===== src/rtl/bus_arbiter_if.sv =====
// Request/response bundle shared by the bus masters, the round-robin
// arbiter and the single slave bus it drives.
interface bus_arbiter_if #(
   parameter int N_MASTERS = 2,
   parameter int AW        = 32,
   parameter int DW        = 32
);
   localparam int BW = DW / 8;
   localparam int GW = (N_MASTERS > 1) ? $clog2(N_MASTERS) : 1;

   logic [N_MASTERS-1:0]    i_m_bus_en;
   logic [N_MASTERS-1:0]    i_m_wr_en;
   logic [N_MASTERS*AW-1:0] i_m_addr;
   logic [N_MASTERS*DW-1:0] i_m_wr_data;
   logic [N_MASTERS*BW-1:0] i_m_byte_en;
   logic [N_MASTERS*DW-1:0] o_m_rd_data;
   logic [N_MASTERS-1:0]    o_m_ack;
   logic [N_MASTERS-1:0]    o_m_err;

   logic                    o_s_bus_en;
   logic                    o_s_wr_en;
   logic [AW-1:0]           o_s_addr;
   logic [DW-1:0]           o_s_wr_data;
   logic [BW-1:0]           o_s_byte_en;
   logic [DW-1:0]           i_s_rd_data;
   logic                    i_s_ack;

   logic [GW-1:0]           o_grant;

   // Arbiter view: takes master requests, drives the slave bus.
   modport master (
      input  i_m_bus_en, i_m_wr_en, i_m_addr,
      input  i_m_wr_data, i_m_byte_en,
      output o_m_rd_data, o_m_ack, o_m_err,
      output o_s_bus_en, o_s_wr_en, o_s_addr,
      output o_s_wr_data, o_s_byte_en,
      input  i_s_rd_data, i_s_ack,
      output o_grant
   );

   // Environment view: requesters plus the slave.
   modport slave (
      output i_m_bus_en, i_m_wr_en, i_m_addr,
      output i_m_wr_data, i_m_byte_en,
      input  o_m_rd_data, o_m_ack, o_m_err,
      input  o_s_bus_en, o_s_wr_en, o_s_addr,
      input  o_s_wr_data, o_s_byte_en,
      output i_s_rd_data, i_s_ack,
      input  o_grant
   );
endinterface


===== src/rtl/bus_arbiter.sv =====
// Round-robin arbiter sharing one slave bus among N_MASTERS requesters.
// Define ARB_TIMEOUT_EN to build the BUSY-state watchdog.
module bus_arbiter #(
   parameter int N_MASTERS      = 2,
   parameter int AW             = 32,
   parameter int DW             = 32,
   parameter int TIMEOUT_CYCLES = 255
) (
   input  logic          i_clk,
   input  logic          i_rst,
   bus_arbiter_if.master bus
);
   localparam int BW = DW / 8;
   localparam int GW = (N_MASTERS > 1) ? $clog2(N_MASTERS) : 1;

   localparam logic [0:0] S_IDLE = 1'b0;
   localparam logic [0:0] S_BUSY = 1'b1;

   logic [0:0]    state_q, state_d;
   logic [GW-1:0] grant_q, grant_d;
   logic [GW-1:0] ptr_q, ptr_d;
   logic [GW-1:0] winner, idx, grant_nxt;
   logic          any_req;
   logic          busy, own, ack, tmo, term;

   assign busy = (state_q == S_BUSY);
   assign own  = busy && bus.i_m_bus_en[grant_q];
   assign ack  = own && bus.i_s_ack;
   assign term = own && !bus.i_s_ack && tmo;

   assign grant_nxt = (grant_q == GW'(N_MASTERS - 1)) ?
                      '0 : grant_q + 1'b1;

   // First requester at or after ptr, searching upward with wrap.
   always_comb begin
      winner  = ptr_q;
      idx     = '0;
      any_req = 1'b0;
      for (int i = 0; i < N_MASTERS; i++) begin
         idx = GW'((int'(ptr_q) + i) % N_MASTERS);
         if (!any_req && bus.i_m_bus_en[idx]) begin
            any_req = 1'b1;
            winner  = idx;
         end
      end
   end

`ifdef ARB_TIMEOUT_EN
   logic [15:0] cnt_q, cnt_d;

   assign tmo = busy &&
                (cnt_q == 16'(TIMEOUT_CYCLES - 1));

   always_comb begin
      cnt_d = cnt_q;
      if (!busy) begin
         cnt_d = '0;
      end else if (!bus.i_s_ack) begin
         cnt_d = cnt_q + 16'd1;
      end
   end

   always_ff @(posedge i_clk) begin
      if (i_rst) begin
         cnt_q <= '0;
      end else begin
         cnt_q <= cnt_d;
      end
   end
`else
   assign tmo = 1'b0;
`endif

   always_comb begin
      state_d = state_q;
      grant_d = grant_q;
      ptr_d   = ptr_q;
      case (state_q)
         S_IDLE: begin
            if (any_req) begin
               state_d = S_BUSY;
               grant_d = winner;
            end
         end
         S_BUSY: begin
            // Completion, abandon and timeout all release the bus.
            if (!own || ack || term) begin
               state_d = S_IDLE;
               ptr_d   = grant_nxt;
            end
         end
         default: state_d = S_IDLE;
      endcase
   end

   always_comb begin
      bus.o_s_bus_en  = own && !term;
      bus.o_s_wr_en   = 1'b0;
      bus.o_s_addr    = '0;
      bus.o_s_wr_data = '0;
      bus.o_s_byte_en = '0;
      bus.o_m_rd_data = '0;
      bus.o_m_ack     = '0;
      bus.o_m_err     = '0;
      bus.o_grant     = '0;
      if (busy) begin
         bus.o_s_wr_en   = bus.i_m_wr_en[grant_q];
         bus.o_s_addr    = bus.i_m_addr[grant_q*AW +: AW];
         bus.o_s_wr_data = bus.i_m_wr_data[grant_q*DW +: DW];
         bus.o_s_byte_en = bus.i_m_byte_en[grant_q*BW +: BW];
         bus.o_grant     = grant_q;
         if (!term) begin
            bus.o_m_rd_data[grant_q*DW +: DW] = bus.i_s_rd_data;
         end
         bus.o_m_ack[grant_q] = ack || term;
         bus.o_m_err[grant_q] = term;
      end
   end

   always_ff @(posedge i_clk) begin
      if (i_rst) begin
         state_q <= S_IDLE;
         grant_q <= '0;
         ptr_q   <= '0;
      end else begin
         state_q <= state_d;
         grant_q <= grant_d;
         ptr_q   <= ptr_d;
      end
   end
endmodule

===== src/flat_wrapper.sv =====
// flat-port wrapper written by rule: the top's interface ports become plain ports
module bus_arbiter_flat 
#(
   parameter int N_MASTERS      = 2,
   parameter int AW             = 32,
   parameter int DW             = 32,
   parameter int TIMEOUT_CYCLES = 255
)
  (i_clk, i_rst, bus_i_m_bus_en, bus_i_m_wr_en, bus_i_m_addr, bus_i_m_wr_data, bus_i_m_byte_en, bus_o_m_rd_data, bus_o_m_ack, bus_o_m_err, bus_o_s_bus_en, bus_o_s_wr_en, bus_o_s_addr, bus_o_s_wr_data, bus_o_s_byte_en, bus_i_s_rd_data, bus_i_s_ack, bus_o_grant);
  bus_arbiter_if #(.N_MASTERS(N_MASTERS), .AW(AW), .DW(DW)) bus_i ();
  input  logic i_clk;
  input  logic i_rst;
  input wire logic [$bits(bus_i.i_m_bus_en)-1:0] bus_i_m_bus_en;
  input wire logic [$bits(bus_i.i_m_wr_en)-1:0] bus_i_m_wr_en;
  input wire logic [$bits(bus_i.i_m_addr)-1:0] bus_i_m_addr;
  input wire logic [$bits(bus_i.i_m_wr_data)-1:0] bus_i_m_wr_data;
  input wire logic [$bits(bus_i.i_m_byte_en)-1:0] bus_i_m_byte_en;
  output wire logic [$bits(bus_i.o_m_rd_data)-1:0] bus_o_m_rd_data;
  output wire logic [$bits(bus_i.o_m_ack)-1:0] bus_o_m_ack;
  output wire logic [$bits(bus_i.o_m_err)-1:0] bus_o_m_err;
  output wire logic [$bits(bus_i.o_s_bus_en)-1:0] bus_o_s_bus_en;
  output wire logic [$bits(bus_i.o_s_wr_en)-1:0] bus_o_s_wr_en;
  output wire logic [$bits(bus_i.o_s_addr)-1:0] bus_o_s_addr;
  output wire logic [$bits(bus_i.o_s_wr_data)-1:0] bus_o_s_wr_data;
  output wire logic [$bits(bus_i.o_s_byte_en)-1:0] bus_o_s_byte_en;
  input wire logic [$bits(bus_i.i_s_rd_data)-1:0] bus_i_s_rd_data;
  input wire logic [$bits(bus_i.i_s_ack)-1:0] bus_i_s_ack;
  output wire logic [$bits(bus_i.o_grant)-1:0] bus_o_grant;
  assign bus_i.i_m_bus_en = bus_i_m_bus_en;
  assign bus_i.i_m_wr_en = bus_i_m_wr_en;
  assign bus_i.i_m_addr = bus_i_m_addr;
  assign bus_i.i_m_wr_data = bus_i_m_wr_data;
  assign bus_i.i_m_byte_en = bus_i_m_byte_en;
  assign bus_o_m_rd_data = bus_i.o_m_rd_data;
  assign bus_o_m_ack = bus_i.o_m_ack;
  assign bus_o_m_err = bus_i.o_m_err;
  assign bus_o_s_bus_en = bus_i.o_s_bus_en;
  assign bus_o_s_wr_en = bus_i.o_s_wr_en;
  assign bus_o_s_addr = bus_i.o_s_addr;
  assign bus_o_s_wr_data = bus_i.o_s_wr_data;
  assign bus_o_s_byte_en = bus_i.o_s_byte_en;
  assign bus_i.i_s_rd_data = bus_i_s_rd_data;
  assign bus_i.i_s_ack = bus_i_s_ack;
  assign bus_o_grant = bus_i.o_grant;
  bus_arbiter #(.N_MASTERS(N_MASTERS), .AW(AW), .DW(DW), .TIMEOUT_CYCLES(TIMEOUT_CYCLES)) u_core (.i_clk(i_clk), .i_rst(i_rst), .bus(bus_i));
endmodule

===== config.mk =====
export PLATFORM = sky130hd
export DESIGN_NAME = bus_arbiter_flat
export DESIGN_NICKNAME = d
export VERILOG_FILES = /design/src/rtl/bus_arbiter_if.sv /design/src/rtl/bus_arbiter.sv /design/src/flat_wrapper.sv
export SDC_FILE = /design/constraint.sdc
export NUM_CORES = 1
export LEC_CHECK = 0
export ABC_AREA = 0
export CAP_MARGIN = 20
export CORE_AREA = 2 2 121 123
export DETAILED_ROUTE_END_ITERATION = 8
export DIE_AREA = 0 0 123 125
export GPL_TIMING_DRIVEN = 0
export MAX_ROUTING_LAYER = met4
export SLEW_MARGIN = 20
export SYNTH_ARGS = -nofsm -noshare
export SYNTH_HDL_FRONTEND = slang
export SYNTH_SLANG_ARGS = --single-unit

===== constraint.sdc =====
create_clock -name i_clk -period 0.9 [get_ports i_clk]
set_input_delay 0.09 -clock i_clk [delete_from_list [all_inputs] [get_ports i_clk]]
set_output_delay 0.09 -clock i_clk [all_outputs]
set_load 0.05 [all_outputs]

==> results of run 1 <==
worst reg2reg max path, stage by stage (launching register included):
cell and delay [ps]:
sky130_fd_sc_hd__dfxtp_2 320, sky130_fd_sc_hd__buf_8 120, sky130_fd_sc_hd__buf_4 130, sky130_fd_sc_hd__mux2i_4 300, sky130_fd_sc_hd__buf_6 140, sky130_fd_sc_hd__o22a_1 130, sky130_fd_sc_hd__nor2_1 40
logic make-up after synthesis:
kind of cell	Yosys count	share of synthesized area, %
muxes	70	40.3
other	1	0.216
AOI/OAI and AO/OA	7	2.95
and+or+nand+nor	141	40.5
buffers and inverters	32	12.5
DFF	3	3.46
synth_stat cells:
cell type | n | area, um^2
sky130_fd_sc_hd__clkbuf_2 | 6 | 30.0
sky130_fd_sc_hd__inv_2 | 1 | 3.75
sky130_fd_sc_hd__mux2i_1 | 70 | 701
sky130_fd_sc_hd__buf_2 | 6 | 30.0
sky130_fd_sc_hd__a221oi_2 | 1 | 15.0
sky130_fd_sc_hd__a21oi_1 | 1 | 5.00
sky130_fd_sc_hd__nor2_1 | 72 | 270
sky130_fd_sc_hd__buf_8 | 2 | 30.0
sky130_fd_sc_hd__inv_1 | 2 | 7.51
sky130_fd_sc_hd__o22a_1 | 1 | 8.76
sky130_fd_sc_hd__and3_1 | 33 | 206
sky130_fd_sc_hd__buf_4 | 8 | 60.1
sky130_fd_sc_hd__o21ai_0 | 2 | 10.0
sky130_fd_sc_hd__conb_1 | 1 | 3.75
sky130_fd_sc_hd__o21ai_1 | 1 | 5.00
sky130_fd_sc_hd__dfxtp_1 | 3 | 60.1
sky130_fd_sc_hd__and2_1 | 33 | 206
sky130_fd_sc_hd__o211ai_1 | 1 | 7.51
sky130_fd_sc_hd__nor4b_1 | 1 | 8.76
sky130_fd_sc_hd__clkbuf_1 | 3 | 11.3
sky130_fd_sc_hd__nor2b_1 | 1 | 6.26
sky130_fd_sc_hd__nor2_2 | 1 | 6.26
sky130_fd_sc_hd__buf_6 | 4 | 45.0
per-stage QoR:
step	power, mW	utilization (%)
global placement	4.33	40.8
finish	6.37	53.2
CTS	6.12	50.8
global route	6.61	53.2
floorplan	2.70	-
detailed placement	4.36	40.8
layer usage:
layer,track usage [%],share of wire [%],vias up
li1,-,-,1568
met3,2.37,7.5,22
met4,4.48,2.4,0
met5,-,0,-
met1,16.1,33,1507
met2,32.1,57,187
power breakdown:
| group | total, mW | leakage, nW | switching, mW | internal, mW |
|---|---|---|---|---|
| logic | 5.50 | 2.84 | 2.74 | 2.76 |
| registers | 0.155 | 0.0254 | 0.00830 | 0.147 |
| clock network | 0.712 | 0.0382 | 0.127 | 0.585 |
cell type report:
class / count / share of cell area (%)
timing repair buffer: 353 / 53.9
multi-input combinational: 220 / 35.5
buffer: 25 / 5.43
tap: 184 / 3.05
clock buffer: 4 / 1.04
sequential: 3 / 0.828
inverter: 3 / 0.248
flip-flops by register name (all words and copies together), names as in the netlist:
register        count
u_core.busy         1
u_core.ptr_q        1
u_core.grant_q      1
timing repair:
action / in CTS / in global routing
setup endpoints to repair: 140 / 140
pin swaps: 8 / 18
buffers inserted: 24 / 9
endpoints found under the hold margin: 0 / 0
gates cloned: 6 / 4
resized for setup: 1139 / 65
path summary, 6_finish.rpt:
kind,to,depth (start not counted)
worst max-delay path,bus_o_s_addr[21],7
worst min-delay path,u_core.ptr_q,2
worst max register to register,u_core.busy,6
worst min register to register,u_core.ptr_q,2
layout by cell type (no fill, tap or decap), types with 4 or more instances in the layout:
cell type,count
sky130_fd_sc_hd__mux2i_2,12
sky130_fd_sc_hd__mux2i_4,42
sky130_fd_sc_hd__buf_8,90
sky130_fd_sc_hd__clkbuf_16,9
sky130_fd_sc_hd__buf_6,51
sky130_fd_sc_hd__buf_12,13
sky130_fd_sc_hd__and3_4,33
sky130_fd_sc_hd__nor2_4,42
sky130_fd_sc_hd__nor2_2,29
sky130_fd_sc_hd__clkdlybuf4s50_1,174
sky130_fd_sc_hd__buf_16,4
sky130_fd_sc_hd__mux2i_1,16
sky130_fd_sc_hd__buf_4,37
sky130_fd_sc_hd__and2_4,33
==> insert_results.sql, run 1 <==
INSERT INTO impl_metrics (metric_group, metric, value, unit) VALUES
('status', 'outcome', 'finished, violations left', ''),
('status', 'failed_checks', 'negative setup slack', ''),
('placement', 'routabilityCongestion', '0.821', ''),
('route', 'drc_errors', '0', ''),
('logic_synthesis', 'yosys_register_bits', '3', ''),
('cts', 'tritoncts', 'built', ''),
('floorplanning', 'placeableCoreArea', '14200', 'um^2'),
('route', 'drt-wirelength-per-cell', '16.5', 'um'),
('setup_path', 'endpoint_kind', 'output pin', ''),
('logic_synthesis', 'avgSynthCellArea', '6.84', 'um^2'),
('logic_synthesis', 'synthesized_cell_area', '1740', 'um^2'),
('setup_path', 'delay_of_the_slowest_cell_on_the_worst_path', '320', 'ps'),
('finish', 'antenna-diode-count', '0', ''),
('floorplanning', 'chipHeight', '125', 'um'),
('setup_path', 'cp.required', '810', 'ps'),
('setup_path', 'critical_path_arrival', '1560', 'ps'),
('floorplanning', 'die_w', '123', 'um'),
('floorplanning', 'floorplan.die_area', '15400', 'um^2'),
('cts', 'holdBufCountCts', '0', ''),
('finish', 'multiInputGateArea', '2680', 'um^2'),
('route', 'routed_wl', '13100', 'um'),
('setup_path', 'startpoint_type', 'register', ''),
('cts', 'clock_path_buffers', '2', ''),
('global_routing', 'grt.total_usage', '16.3', '%'),
('timing', 'final.period_utilization', '183', '%'),
('global_routing', 'grt_pass1_wl', '18900', 'um'),
('timing', 'max_clock_freq', '0.607', 'GHz'),
('setup_path', 'cp-startpoint', 'u_core.grant_q', ''),
('floorplanning', 'io-pin-count', '314', ''),
('finish', 'final.fill_count', '1238', ''),
('route', 'vias_per_cell', '4.15', ''),
('cts', 'clk_latency', '230', 'ps'),
('placement', 'numPortBuffers', '311', ''),
('cts', 'num_cts_buffers', '3', ''),
('global_routing', 'first_global_vias', '3502', ''),
('finish', 'post_route_cells_drive_above_1_share', '66.3', '%'),
('setup_path', 'critical-path-slowest-cell', 'sky130_fd_sc_hd__dfxtp_2', ''),
('timing', 'min_period', '1650', 'ps'),
('logic_synthesis', 'post_synth_num_cell_types', '23', ''),
('cts', 'cts_root_buf', 'sky130_fd_sc_hd__clkbuf_16', ''),
('logic_synthesis', 'yosysWarnings', '0', ''),
('timing', 'final-hold-violation-count', '0', ''),
('logic_synthesis', 'yosysSeqAreaShare', '3.46', '%'),
('finish', 'layout-area-overhead-vs-synth', '335', '%'),
('timing', 'fin_worst_skew', '1.13', 'ps'),
('global_routing', 'maximum_number_of_pins_on_one_net_before_global_route_repair', '11', ''),
('flow_run', 'drv_cap', '0', ''),
('timing', 'fin_setup_tns', '-87880', 'ps'),
('power', 'power.density', '843', 'nW/um^2'),
('power', 'power_leakage', '2.91', 'nW'),
('placement', 'placed_cells_incl_taps', '750', ''),
('setup_path', 'timing.critical_path.buf_inv', '5', ''),
('finish', 'number_of_nets_in_the_layout', '784', ''),
('route', 'drt_first_iter_violations', '29', ''),
('setup_path', 'worst_r2r_startpoint', 'u_core.grant_q', ''),
('timing', 'report.final.setup_viol', '140', ''),
('timing', 'worst_case_setup_margin_in_the_final_layout', '-747', 'ps'),
('route', 'antenna_left', '0', ''),
('route', 'detailroute.via_count', '3284', ''),
('placement', 'hpwl', '9590', 'um'),
('cts', 'cts.sinks', '3', ''),
('floorplanning', 'floorplan.rows', '44', ''),
('route', 'detail_route.first_pass.iterations', '4', ''),
('setup_path', 'timing.critical_path.cells', 'buf_8 > buf_12 > buf_12 > buf_16 > mux2i_4 > nor2_4 > buf_6', ''),
('finish', 'postLayoutCellArea', '7550', 'um^2'),
('setup_path', 'cpMostUsedCell', 'sky130_fd_sc_hd__buf_12', ''),
('timing', 'drv_slew', '0', ''),
('power', 'vdd.ir_drop.worst', '0.577', 'mV'),
('setup_path', 'worstSetupPathType', 'reg2out', ''),
('global_routing', 'globalRouteOverflowTotal', '0', ''),
('placement', 'detailed_place.area', '5790', 'um^2');
Note: power is estimated with default switching activity, not from simulation.
==> run 2, diff against run 1 <==
- PLACE_DENSITY_LB_ADDON: default -> 0.2
==> run 2 against run 1 <==
Effect of this change: the flow still finishes with violations (negative setup slack); via count grew 0.67%; combinational power grew 4.9%; setup slack gained 52 ps; sequential share of layout area is essentially flat; critical path depth shrank 1; design area grew 5.2%; sequential cell count is the same; power grew 4.4%; register-to-register slack lost 40 ps; critical path type unchanged; largest cell class unchanged.
==> insert_results.sql, run 2 (synthesized netlist as in run 1, its figures left out) <==
INSERT INTO impl_metrics (metric_group, metric, value, unit) VALUES
('timing', 'min_period', '1600', 'ps'),
('finish', 'postLayoutCellArea', '7950', 'um^2'),
('timing', 'grt_setup_unrepaired', 'yes', ''),
('floorplanning', 'io-pin-count', '314', ''),
('setup_path', 'critical_path_arrival', '1510', 'ps'),
('floorplanning', 'floorplan.die_area', '15400', 'um^2'),
('power', 'power.density', '837', 'nW/um^2'),
('route', 'detail_route.first_pass.iterations', '4', ''),
('setup_path', 'critical-path-slowest-cell', 'sky130_fd_sc_hd__dfxtp_4', ''),
('finish', 'instances_no_fill', '796', ''),
('floorplanning', 'initial_core_util', '12.2', '%'),
('timing', 'max_clock_freq', '0.627', 'GHz'),
('placement', 'hpwl', '9360', 'um'),
('cts', 'clk_latency', '230', 'ps'),
('power', 'pwr-share-seq', '2.4', '%'),
('setup_path', 'worst_path_dominant_cell_family', 'buffers and inverters', ''),
('cts', 'cts_root_buf', 'sky130_fd_sc_hd__clkbuf_16', ''),
('setup_path', 'cp.required', '810', 'ps'),
('power', 'combinationalPowerShare', '86.8', '%'),
('timing', 'final-hold-violation-count', '0', ''),
('setup_path', 'endpoint_kind', 'output pin', ''),
('placement', 'detailed_place.area', '5790', 'um^2'),
('global_routing', 'grtUsageMet3', '2.37', '%'),
('global_routing', 'grt.met1_usage', '14.4', '%'),
('floorplanning', 'floorplan.rows', '44', ''),
('finish', 'antenna-diode-count', '0', ''),
('route', 'drc_errors', '0', ''),
('power', 'clock_power_share', '10.7', '%'),
('flow_run', 'drv_cap', '0', ''),
('floorplanning', 'die_w', '123', 'um'),
('global_routing', 'grt_pass1_wl', '17300', 'um'),
('timing', 'report.final.setup_viol', '140', ''),
('timing', 'worst_case_setup_margin_in_the_final_layout', '-695', 'ps'),
('timing', 'drv_slew', '0', ''),
('power', 'power_leakage', '3.01', 'nW'),
('setup_path', 'worstSetupPathType', 'reg2out', ''),
('setup_path', 'critical_path_maximum_fanout', '6', ''),
('cts', 'cts.sinks', '3', ''),
('power', 'net_sw_share', '44.2', '%'),
('route', 'drt_first_iter_violations', '29', ''),
('cts', 'num_cts_buffers', '3', ''),
('cts', 'clk_pin_slew', '30', 'ps'),
('route', 'antenna_left', '0', ''),
('finish', 'post_route_cells_drive_above_1_share', '67.2', '%'),
('floorplanning', 'placeableCoreArea', '14200', 'um^2'),
('finish', 'layout-area-overhead-vs-synth', '357', '%'),
('status', 'failed_checks', 'negative setup slack', ''),
('setup_path', 'timing.critical_path.buf_inv', '4', ''),
('timing', 'fin_worst_skew', '1.50', 'ps'),
('route', 'vias_per_cell', '4.15', ''),
('hold_path', 'worst_hold_path_type', 'in2reg', ''),
('timing', 'final.period_utilization', '177', '%'),
('placement', 'placed_cells_incl_taps', '750', ''),
('setup_path', 'startpoint_type', 'register', ''),
('finish', 'number_of_nets_in_the_layout', '788', ''),
('global_routing', 'antenna_found_initial', '0', ''),
('global_routing', 'maximum_number_of_pins_on_one_net_before_global_route_repair', '11', ''),
('status', 'outcome', 'finished, violations left', ''),
('placement', 'numPortBuffers', '311', ''),
('power', 'power.net_switching', '2.94', 'mW'),
('route', 'detailroute.via_count', '3306', ''),
('cts', 'holdBufCountCts', '0', ''),
('route', 'drt-wirelength-per-cell', '16.2', 'um'),
('setup_path', 'delay_of_the_slowest_cell_on_the_worst_path', '360', 'ps'),
('global_routing', 'grt.total_usage', '14.5', '%'),
('global_routing', 'first_global_vias', '3452', ''),
('route', 'routed_wl', '12900', 'um'),
('cts', 'tritoncts', 'built', ''),
('cts', 'clock_path_buffers', '2', ''),
('finish', 'layout.cells.most_common', 'sky130_fd_sc_hd__clkdlybuf4s50_1', ''),
('setup_path', 'timing.critical_path.cells', 'buf_12 > buf_16 > clkbuf_16 > mux2i_4 > nor2_4 > buf_8', ''),
('placement', 'routabilityCongestion', '0.780', ''),
('power', 'cellInternalPower', '3.71', 'mW'),
('finish', 'layout_common_cells', '174 x sky130_fd_sc_hd__clkdlybuf4s50_1, 94 x sky130_fd_sc_hd__buf_8, 62 x sky130_fd_sc_hd__buf_6', ''),
('power', 'vdd.ir_drop.worst', '0.716', 'mV'),
('global_routing', 'grtUsageMet2', '29.1', '%'),
('global_routing', 'globalRouteOverflowTotal', '0', ''),
('power', 'power', '6.65', 'mW'),
('cts', 'cts-htree-levels', '1', ''),
('floorplanning', 'chipHeight', '125', 'um'),
('global_routing', 'gr_peak_layer', 'met2', '');
==> run 2: cell types whose count changed in the layout (fill, tap and decap cells not counted), moves of 2 or more <==
cell                        previous run  this run
sky130_fd_sc_hd__buf_8                90        94
sky130_fd_sc_hd__nor2_4               42        46
sky130_fd_sc_hd__mux2i_2              12         6
sky130_fd_sc_hd__clkbuf_16             9        17
sky130_fd_sc_hd__buf_6                51        62
sky130_fd_sc_hd__buf_4                37        14
sky130_fd_sc_hd__mux2i_4              42        51
sky130_fd_sc_hd__nor2_2               29        25
sky130_fd_sc_hd__mux2i_1              16        13
sky130_fd_sc_hd__dfxtp_4               0         2
sky130_fd_sc_hd__dfxtp_2               2         0
sky130_fd_sc_hd__clkbuf_4              0         3
==> run 2: layer usage <==
layer  up-vias  wire (um)
met3        13       1150
li1       1579          -
met4         0        133
met1      1514       4230
met2       200       7400
met5         -          0
==> run 2: area by class of cell <==
class | count | area [um^2]
repair buffers | 356 | 4320
multi-input cells | 220 | 2790
well taps | 184 | 230
fillers | 1206 | 6250
clock buffers | 4 | 78.8
inverters | 3 | 13.8
flip-flops and latches | 3 | 67.6
plain buffers | 26 | 445
==> run 2: power groups by stage <==
stage	Combinational [mW]	Clock, mW	Sequential, mW
2_1_floorplan	2.55	0	0.153
3_3_place_gp	4.17	0	0.153
3_5_place_dp	4.19	0	0.155
4_1_cts	4.70	0.728	0.156
5_1_grt	5.99	0.741	0.163
6_report	5.77	0.714	0.161
==> run 2: final timing paths <==
kind	from	endpoint	slack [ps]	cells past startpoint
setup / recovery	u_core.grant_q	bus_o_s_addr[23]	-700	6
hold / removal	i_rst	u_core.busy	460	2
setup reg to reg	u_core.busy	u_core.grant_q	-430	8
hold reg to reg	u_core.ptr_q	u_core.ptr_q	490	2
==> run 2: per-stage QoR <==
stage	hold slack, ps	util [%]	setup slack (ps)	setup TNS [ps]
3_3_place_gp	463	40.8	-1200	-146780
2_1_floorplan	154	-	-428	-40080
5_1_grt	492	56.0	-738	-90650
6_report	464	56.0	-695	-84410
4_1_cts	465	46.4	-808	-92150
3_5_place_dp	492	40.8	-1220	-148660
==> run 2: timing repair <==
item,in CTS,in global routing
resized for setup,884,413
cloned,3,12
setup endpoints to repair,140,140
setup buffers,7,23
pin swaps,2,30
